File: src/rtl/iiitb_seg_scan_pkg.sv
// Shared types and active-high segment patterns for the two-digit scanner.
// Bit order is {a,b,c,d,e,f,g}, so bit 6 is segment a.
package iiitb_seg_pkg;

  typedef enum logic [1:0] {
    UNITS = 2'd0,
    GAP_U = 2'd1,
    TENS  = 2'd2,
    GAP_T = 2'd3
  } state_e;

  localparam logic [6:0] SEG_0   = 7'b1111110;
  localparam logic [6:0] SEG_1   = 7'b0110000;
  localparam logic [6:0] SEG_2   = 7'b1101101;
  localparam logic [6:0] SEG_3   = 7'b1111001;
  localparam logic [6:0] SEG_4   = 7'b0110011;
  localparam logic [6:0] SEG_5   = 7'b1011011;
  localparam logic [6:0] SEG_6   = 7'b1011111;
  localparam logic [6:0] SEG_7   = 7'b1110000;
  localparam logic [6:0] SEG_8   = 7'b1111111;
  localparam logic [6:0] SEG_9   = 7'b1111011;
  localparam logic [6:0] SEG_E   = 7'b1001111;
  localparam logic [6:0] SEG_OFF = 7'b0000000;

endpackage

File: src/rtl/iiitb_seg_scan_if.sv
// Digit capture inputs and display outputs of the scanner, bundled as one bus.
// The master side feeds digits in; the slave side drives the board display.
interface iiitb_seg_scan_if;

  logic [3:0] QZ;
  logic [3:0] QU;
  logic       LOAD;
  logic [6:0] SEG;
  logic [1:0] AN;
  logic       FRAME;
  logic       ERR;

  modport master (
    output QZ, QU, LOAD,
    input  SEG, AN, FRAME, ERR
  );

  modport slave (
    input  QZ, QU, LOAD,
    output SEG, AN, FRAME, ERR
  );

endinterface

File: src/rtl/iiitb_seg_scan_bcd7seg.sv
// Combinational BCD to 7-segment decoder producing active-high patterns.
// Codes 10..15 decode to "E" and raise the invalid flag.
module iiitb_bcd7seg
  import iiitb_seg_pkg::*;
(
  input  logic [3:0] bcd_i,
  output logic [6:0] seg_o,
  output logic       invalid_o
);

  always_comb begin
    seg_o     = SEG_E;
    invalid_o = 1'b0;
    unique case (bcd_i)
      4'd0: seg_o = SEG_0;
      4'd1: seg_o = SEG_1;
      4'd2: seg_o = SEG_2;
      4'd3: seg_o = SEG_3;
      4'd4: seg_o = SEG_4;
      4'd5: seg_o = SEG_5;
      4'd6: seg_o = SEG_6;
      4'd7: seg_o = SEG_7;
      4'd8: seg_o = SEG_8;
      4'd9: seg_o = SEG_9;
      default: begin
        seg_o     = SEG_E;
        invalid_o = 1'b1;
      end
    endcase
  end

endmodule

File: src/rtl/iiitb_seg_scan.sv
// Two-digit multiplexed 7-segment scanner with blanking gaps and frame-aligned updates.
// All display outputs are registered; polarity is applied only at the output registers.
module iiitb_seg_scan
  import iiitb_seg_pkg::*;
#(
  parameter int REFRESH_DIV  = 1000,
  parameter int GAP_CYCLES   = 2,
  parameter int COMMON_ANODE = 0,
  parameter int BLANK_LZ     = 1
) (
  input  logic             CK,
  input  logic             RN,
  iiitb_seg_scan_if.slave  bus
);

  localparam int MAX_LEN = (REFRESH_DIV > GAP_CYCLES) ? REFRESH_DIV : GAP_CYCLES;
  localparam int CNT_W   = $clog2(MAX_LEN);
  localparam logic [CNT_W-1:0] LAST_DIGIT = CNT_W'(REFRESH_DIV - 1);
  localparam logic [CNT_W-1:0] LAST_GAP   = CNT_W'(GAP_CYCLES - 1);
  localparam logic INV = (COMMON_ANODE != 0);
  localparam logic BLZ = (BLANK_LZ != 0);

  state_e           state_q, state_d;
  logic [CNT_W-1:0] cnt_q, cnt_d;
  logic [7:0]       pend_q, pend_d;
  logic [7:0]       disp_q, disp_d;
  logic [6:0]       seg_q, seg_d;
  logic [1:0]       an_q, an_d;
  logic             frame_q, frame_d;
  logic             err_q, err_d;

  logic [3:0] digit;
  logic [6:0] pattern;
  logic       invalid;
  logic       lit_units;
  logic       lit_tens;

  iiitb_bcd7seg u_dec (
    .bcd_i     (digit),
    .seg_o     (pattern),
    .invalid_o (invalid)
  );

  // Slot sequencing; the display register only reloads when a frame wraps.
  always_comb begin
    state_d = state_q;
    cnt_d   = cnt_q + 1'b1;
    disp_d  = disp_q;
    pend_d  = bus.LOAD ? {bus.QZ, bus.QU} : pend_q;
    unique case (state_q)
      UNITS: if (cnt_q == LAST_DIGIT) begin
        state_d = GAP_U;
        cnt_d   = '0;
      end
      GAP_U: if (cnt_q == LAST_GAP) begin
        state_d = TENS;
        cnt_d   = '0;
      end
      TENS: if (cnt_q == LAST_DIGIT) begin
        state_d = GAP_T;
        cnt_d   = '0;
      end
      GAP_T: if (cnt_q == LAST_GAP) begin
        state_d = UNITS;
        cnt_d   = '0;
        disp_d  = pend_q;
      end
      default: begin
        state_d = UNITS;
        cnt_d   = '0;
      end
    endcase
  end

  always_comb begin
    digit     = (state_q == TENS) ? disp_q[7:4] : disp_q[3:0];
    lit_units = (state_q == UNITS);
    lit_tens  = (state_q == TENS) && !(BLZ && (disp_q[7:4] == 4'd0));
    seg_d     = (lit_units || lit_tens) ? pattern : SEG_OFF;
    an_d      = {lit_tens, lit_units};
    frame_d   = (state_q == UNITS) && (cnt_q == '0);
    err_d     = err_q | ((lit_units || lit_tens) && invalid);
  end

  always_ff @(posedge CK or negedge RN) begin
    if (!RN) begin
      state_q <= UNITS;
      cnt_q   <= '0;
      pend_q  <= '0;
      disp_q  <= '0;
      seg_q   <= SEG_OFF ^ {7{INV}};
      an_q    <= {2{INV}};
      frame_q <= 1'b0;
      err_q   <= 1'b0;
    end else begin
      state_q <= state_d;
      cnt_q   <= cnt_d;
      pend_q  <= pend_d;
      disp_q  <= disp_d;
      seg_q   <= seg_d ^ {7{INV}};
      an_q    <= an_d ^ {2{INV}};
      frame_q <= frame_d;
      err_q   <= err_d;
    end
  end

  assign bus.SEG   = seg_q;
  assign bus.AN    = an_q;
  assign bus.FRAME = frame_q;
  assign bus.ERR   = err_q;

endmodule

File: src/flat_wrapper.sv
// flat-port wrapper written by rule: the top's interface ports become plain ports
module iiitb_seg_scan_flat import iiitb_seg_pkg::*;
#(
  parameter int REFRESH_DIV  = 1000,
  parameter int GAP_CYCLES   = 2,
  parameter int COMMON_ANODE = 0,
  parameter int BLANK_LZ     = 1
)
  (CK, RN, bus_QZ, bus_QU, bus_LOAD, bus_SEG, bus_AN, bus_FRAME, bus_ERR);
  iiitb_seg_scan_if bus_i ();
  input  logic CK;
  input  logic RN;
  input wire logic [$bits(bus_i.QZ)-1:0] bus_QZ;
  input wire logic [$bits(bus_i.QU)-1:0] bus_QU;
  input wire logic [$bits(bus_i.LOAD)-1:0] bus_LOAD;
  output wire logic [$bits(bus_i.SEG)-1:0] bus_SEG;
  output wire logic [$bits(bus_i.AN)-1:0] bus_AN;
  output wire logic [$bits(bus_i.FRAME)-1:0] bus_FRAME;
  output wire logic [$bits(bus_i.ERR)-1:0] bus_ERR;
  assign bus_i.QZ = bus_QZ;
  assign bus_i.QU = bus_QU;
  assign bus_i.LOAD = bus_LOAD;
  assign bus_SEG = bus_i.SEG;
  assign bus_AN = bus_i.AN;
  assign bus_FRAME = bus_i.FRAME;
  assign bus_ERR = bus_i.ERR;
  iiitb_seg_scan #(.REFRESH_DIV(REFRESH_DIV), .GAP_CYCLES(GAP_CYCLES), .COMMON_ANODE(COMMON_ANODE), .BLANK_LZ(BLANK_LZ)) u_core (.CK(CK), .RN(RN), .bus(bus_i));
endmodule
File: config.mk
export PLATFORM = sky130hd
export DESIGN_NAME = iiitb_seg_scan_flat
export DESIGN_NICKNAME = d
export VERILOG_FILES = /design/src/rtl/iiitb_seg_scan_pkg.sv /design/src/rtl/iiitb_seg_scan_if.sv /design/src/rtl/iiitb_seg_scan_bcd7seg.sv /design/src/rtl/iiitb_seg_scan.sv /design/src/flat_wrapper.sv
export SDC_FILE = /design/constraint.sdc
export NUM_CORES = 1
export LEC_CHECK = 0
export BUFFER_PORTS_ARGS = -buffer_cell sky130_fd_sc_hd__buf_2
export CORE_MARGIN = 3
export CORE_UTILIZATION = 35
export DETAILED_ROUTE_END_ITERATION = 12
export GPL_ROUTABILITY_DRIVEN = 1
export PLACE_DENSITY_LB_ADDON = 0.05
export SYNTH_ARGS = -nofsm -noshare
export SYNTH_HDL_FRONTEND = slang
export SYNTH_HIERARCHICAL = 1
export SYNTH_SLANG_ARGS = --single-unit
File: constraint.sdc
create_clock -name CK -period 2.75 [get_ports CK]
set_input_delay 0.55 -clock CK [delete_from_list [all_inputs] [get_ports CK]]
set_output_delay 0.55 -clock CK [all_outputs]
set_load 0.02 [all_outputs]
==> results.ini <==
[run_status]
status = finished, final reports clean

[route]
wl_met2_mm = 1.39
drt_wl_total_mm = 3.06
remaining_drc_errors = 0
routedWlPerCell_um = 12.5
drtIter0Drc = 59
top_layer_used = met4
via_per_inst = 4.79
antenna_left = 0
dr.pass1.iters = 4
wl_met1_mm = 1.48
num_vias = 1179
wl_met3_um = 160

[clocking]
cts_setup_buffers = 0
cts_hold_buf = 0
tritoncts = done
clock_path_buffers = 2
numCtsBuffers = 5
clock-sinks = 39
cts_max_level = 2
clk_latency_ns = 0.29
ctsResizeCount = 0
root_buffer = clkbuf_8
path_clk_slew_ns = 0.08

[sta]
rsz0062_at_grt = false
drv_slew = 0
setup_viol = 0
fin_skew_ns = 0.0106
period_minus_slack_ns = 1.97
finalCritPeriodShare_pct = 71.7
setup_tns_ns = 0
hold_violations = 0
relSlewSlack_pct = 41.9
max_slew.worst_pin.slew_ns = 0.872
fmax_mhz = 507

[floorplanning]
pin_count = 22
initial_utilization_pct = 37.3
fp.coreArea_mm2 = 0.00485
die_w_um = 77.9
die_h_um = 77.9
dieArea_mm2 = 0.00607
num_rows = 25

[synth]
synth_xor_area_share_pct = 3.87
yosysTopAreaCell = dfrtp_1
async_flop_share_pct = 100
synth-seq-cells = 39
syn_inst = 153
synthAdderAreaFrac_pct = 5.53
synth_edf_count = 0
synthFlopType = dfrtp_1
ys_seq_area_share_pct = 53.9
synth_compound_area_share_pct = 4.50
synth_cell_types = 34
synth_top_family_by_area = simple AND/OR/NAND/NOR gates
yosysMostFrequentCell = dfrtp_1
synth.top_cells.by_area = dfrtp_1 (54%), mux2_2 (12%), ha_1 (5.5%), nor2_1 (3.7%), xnor2_1 (2.9%)
syn-num-nets = 172
synthSimpleGateAreaFrac_pct = 14.9
synth_area_mm2 = 0.00181
synth_area_per_cell_um2 = 11.8
yosys-top-cells-count = dfrtp_1 (39), mux2_2 (20), nor2_1 (18)
synthMuxAreaShare_pct = 14.9
synth_warnings = 6
synth_top_area_share_pct = 53.9

[power_and_ir_drop]
p_int_mw = 0.894
pwr-share-seq_pct = 53.0
p_per_area_mw_per_mm2 = 530
switching_share_pct = 19.8
p_sw_mw = 0.221
clkPwrFrac_pct = 44.2
ir_drop_v = 0.000263
power_leakage_nw = 0.938
power_frac_comb_pct = 2.9

[finish]
area_delta_synth_final_pct = 16.3
final_util_pct = 43.4
drive_gt1_share_pct = 30.7
final_nets = 197
diodes = 0

[worst_setup_path]
worst-path-max-fanout = 8
endpoint_kind = flop
start_kind = flop
crit_required_ns = 2.92
crit_type = flop to flop
cp_data_arrival_time_ns = 2.14
reg2reg_depth = 7

[worst_hold_path]
min_path_type = primary input to asynchronous set/reset pin

[global_routing]
grt_antenna_before_repair = 0
first_global_vias = 1209
grt_max_degree = 40
track_usage_pct = 11.8
grt_pass1_wl_mm = 5.64
grt-ovfl-total = 0

[placed_design]
gp_congestion = 0.741
port_buffers = 21
hpwlAfterDp_mm = 2.22

[flow_run]
max-cap-violations = 0

-- registers in the layout (all words and copies together) (netlist names) --
signal            count
u_core/cnt_q         10
u_core/disp_q         8
u_core/pend_q         8
u_core/bus.AN         2
u_core/bus.SEG        7
u_core/bus.ERR        1
u_core/state_q        2
u_core/bus.FRAME      1
-- cells in the final DEF (no fill, tap or decap), types with 2 or more instances in the layout --
cell type	instances
nand3_1	3
inv_1	8
nand2b_1	4
mux2_2	20
nand2_1	6
a21oi_1	4
o22ai_1	2
nor4_1	3
xnor2_1	6
o21ai_1	2
buf_2	21
nor2_1	18
nor2b_1	7
nor3_1	2
dfrtp_1	39
ha_1	8
clkbuf_8	6
xor2_1	2
-- logic make-up (layout without fill, tap and decap cells) --
group	count (synthesis)	after routing
multiplexers	23	23
flip-flops	39	39
adder cells (fa/ha/maj)	8	8
buffers and inverters	11	37
AO/OA/AOI/OAI	13	13
AND/OR/NAND/NOR	51	51
XOR/XNOR	8	8
-- worst max-delay path: stages, from the launching register on --
cell	delay (ns)
dfrtp_1	0.40
inv_1	0.12
ha_1	0.31
mux2_2	0.44
nand2b_1	0.20
a21oi_1	0.17
o21ai_1	0.08
nor2b_1	0.13
-- per-stage QoR --
step	instances	cell area [um^2]	power [mW]	hold slack [ns]	worst slack [ns]
after floorplan	153	1810	0.614	0.254	0.835
after global placement	238	1990	0.634	0.444	0.803
after detailed placement	238	1990	0.636	0.448	0.786
after CTS	246	2100	1.14	0.405	0.773
after global routing	246	2100	1.17	0.440	0.595
final	246	2100	1.11	0.367	0.777
-- power by group through the flow --
stage | clock (mW) | combinational, mW | sequential (mW)
after floorplan | 0 | 0.0142 | 0.600
after global placement | 0 | 0.0322 | 0.602
after detailed placement | 0 | 0.0337 | 0.602
after CTS | 0.515 | 0.0336 | 0.591
after global routing | 0.543 | 0.0375 | 0.592
final | 0.492 | 0.0319 | 0.590
-- path summary, 6_finish.rpt --
check	start	end	slack, ns
worst max register to register	u_core/state_q[0]	u_core/bus.SEG[3]	0.78
min in group CK	u_core/bus.ERR	u_core/bus.ERR	0.46
max in group asynchronous	RN	u_core/pend_q[6]	1.83
worst max-delay path	u_core/state_q[0]	u_core/bus.SEG[3]	0.78
worst min register to register	u_core/bus.ERR	u_core/bus.ERR	0.46
worst min-delay path	RN	u_core/cnt_q[6]	0.37
-- area by class of cell --
type	count	area, um^2
Sequential cell	39	976
Fill cell	483	2750
Tap cell	67	83.8
Timing Repair Buffer	21	105
Inverter	8	30.0
Clock buffer	6	82.6
Multi-Input combinational cell	103	791
Clock inverter	2	35.0
-- metal layers --
metal	vias to the layer above	global-route usage, %
li1	569	-
met1	579	15.4
met2	27	18.0
met3	4	4.06
met4	0	4.72
met5	-	0
Note: power is estimated with default switching activity, not from simulation.
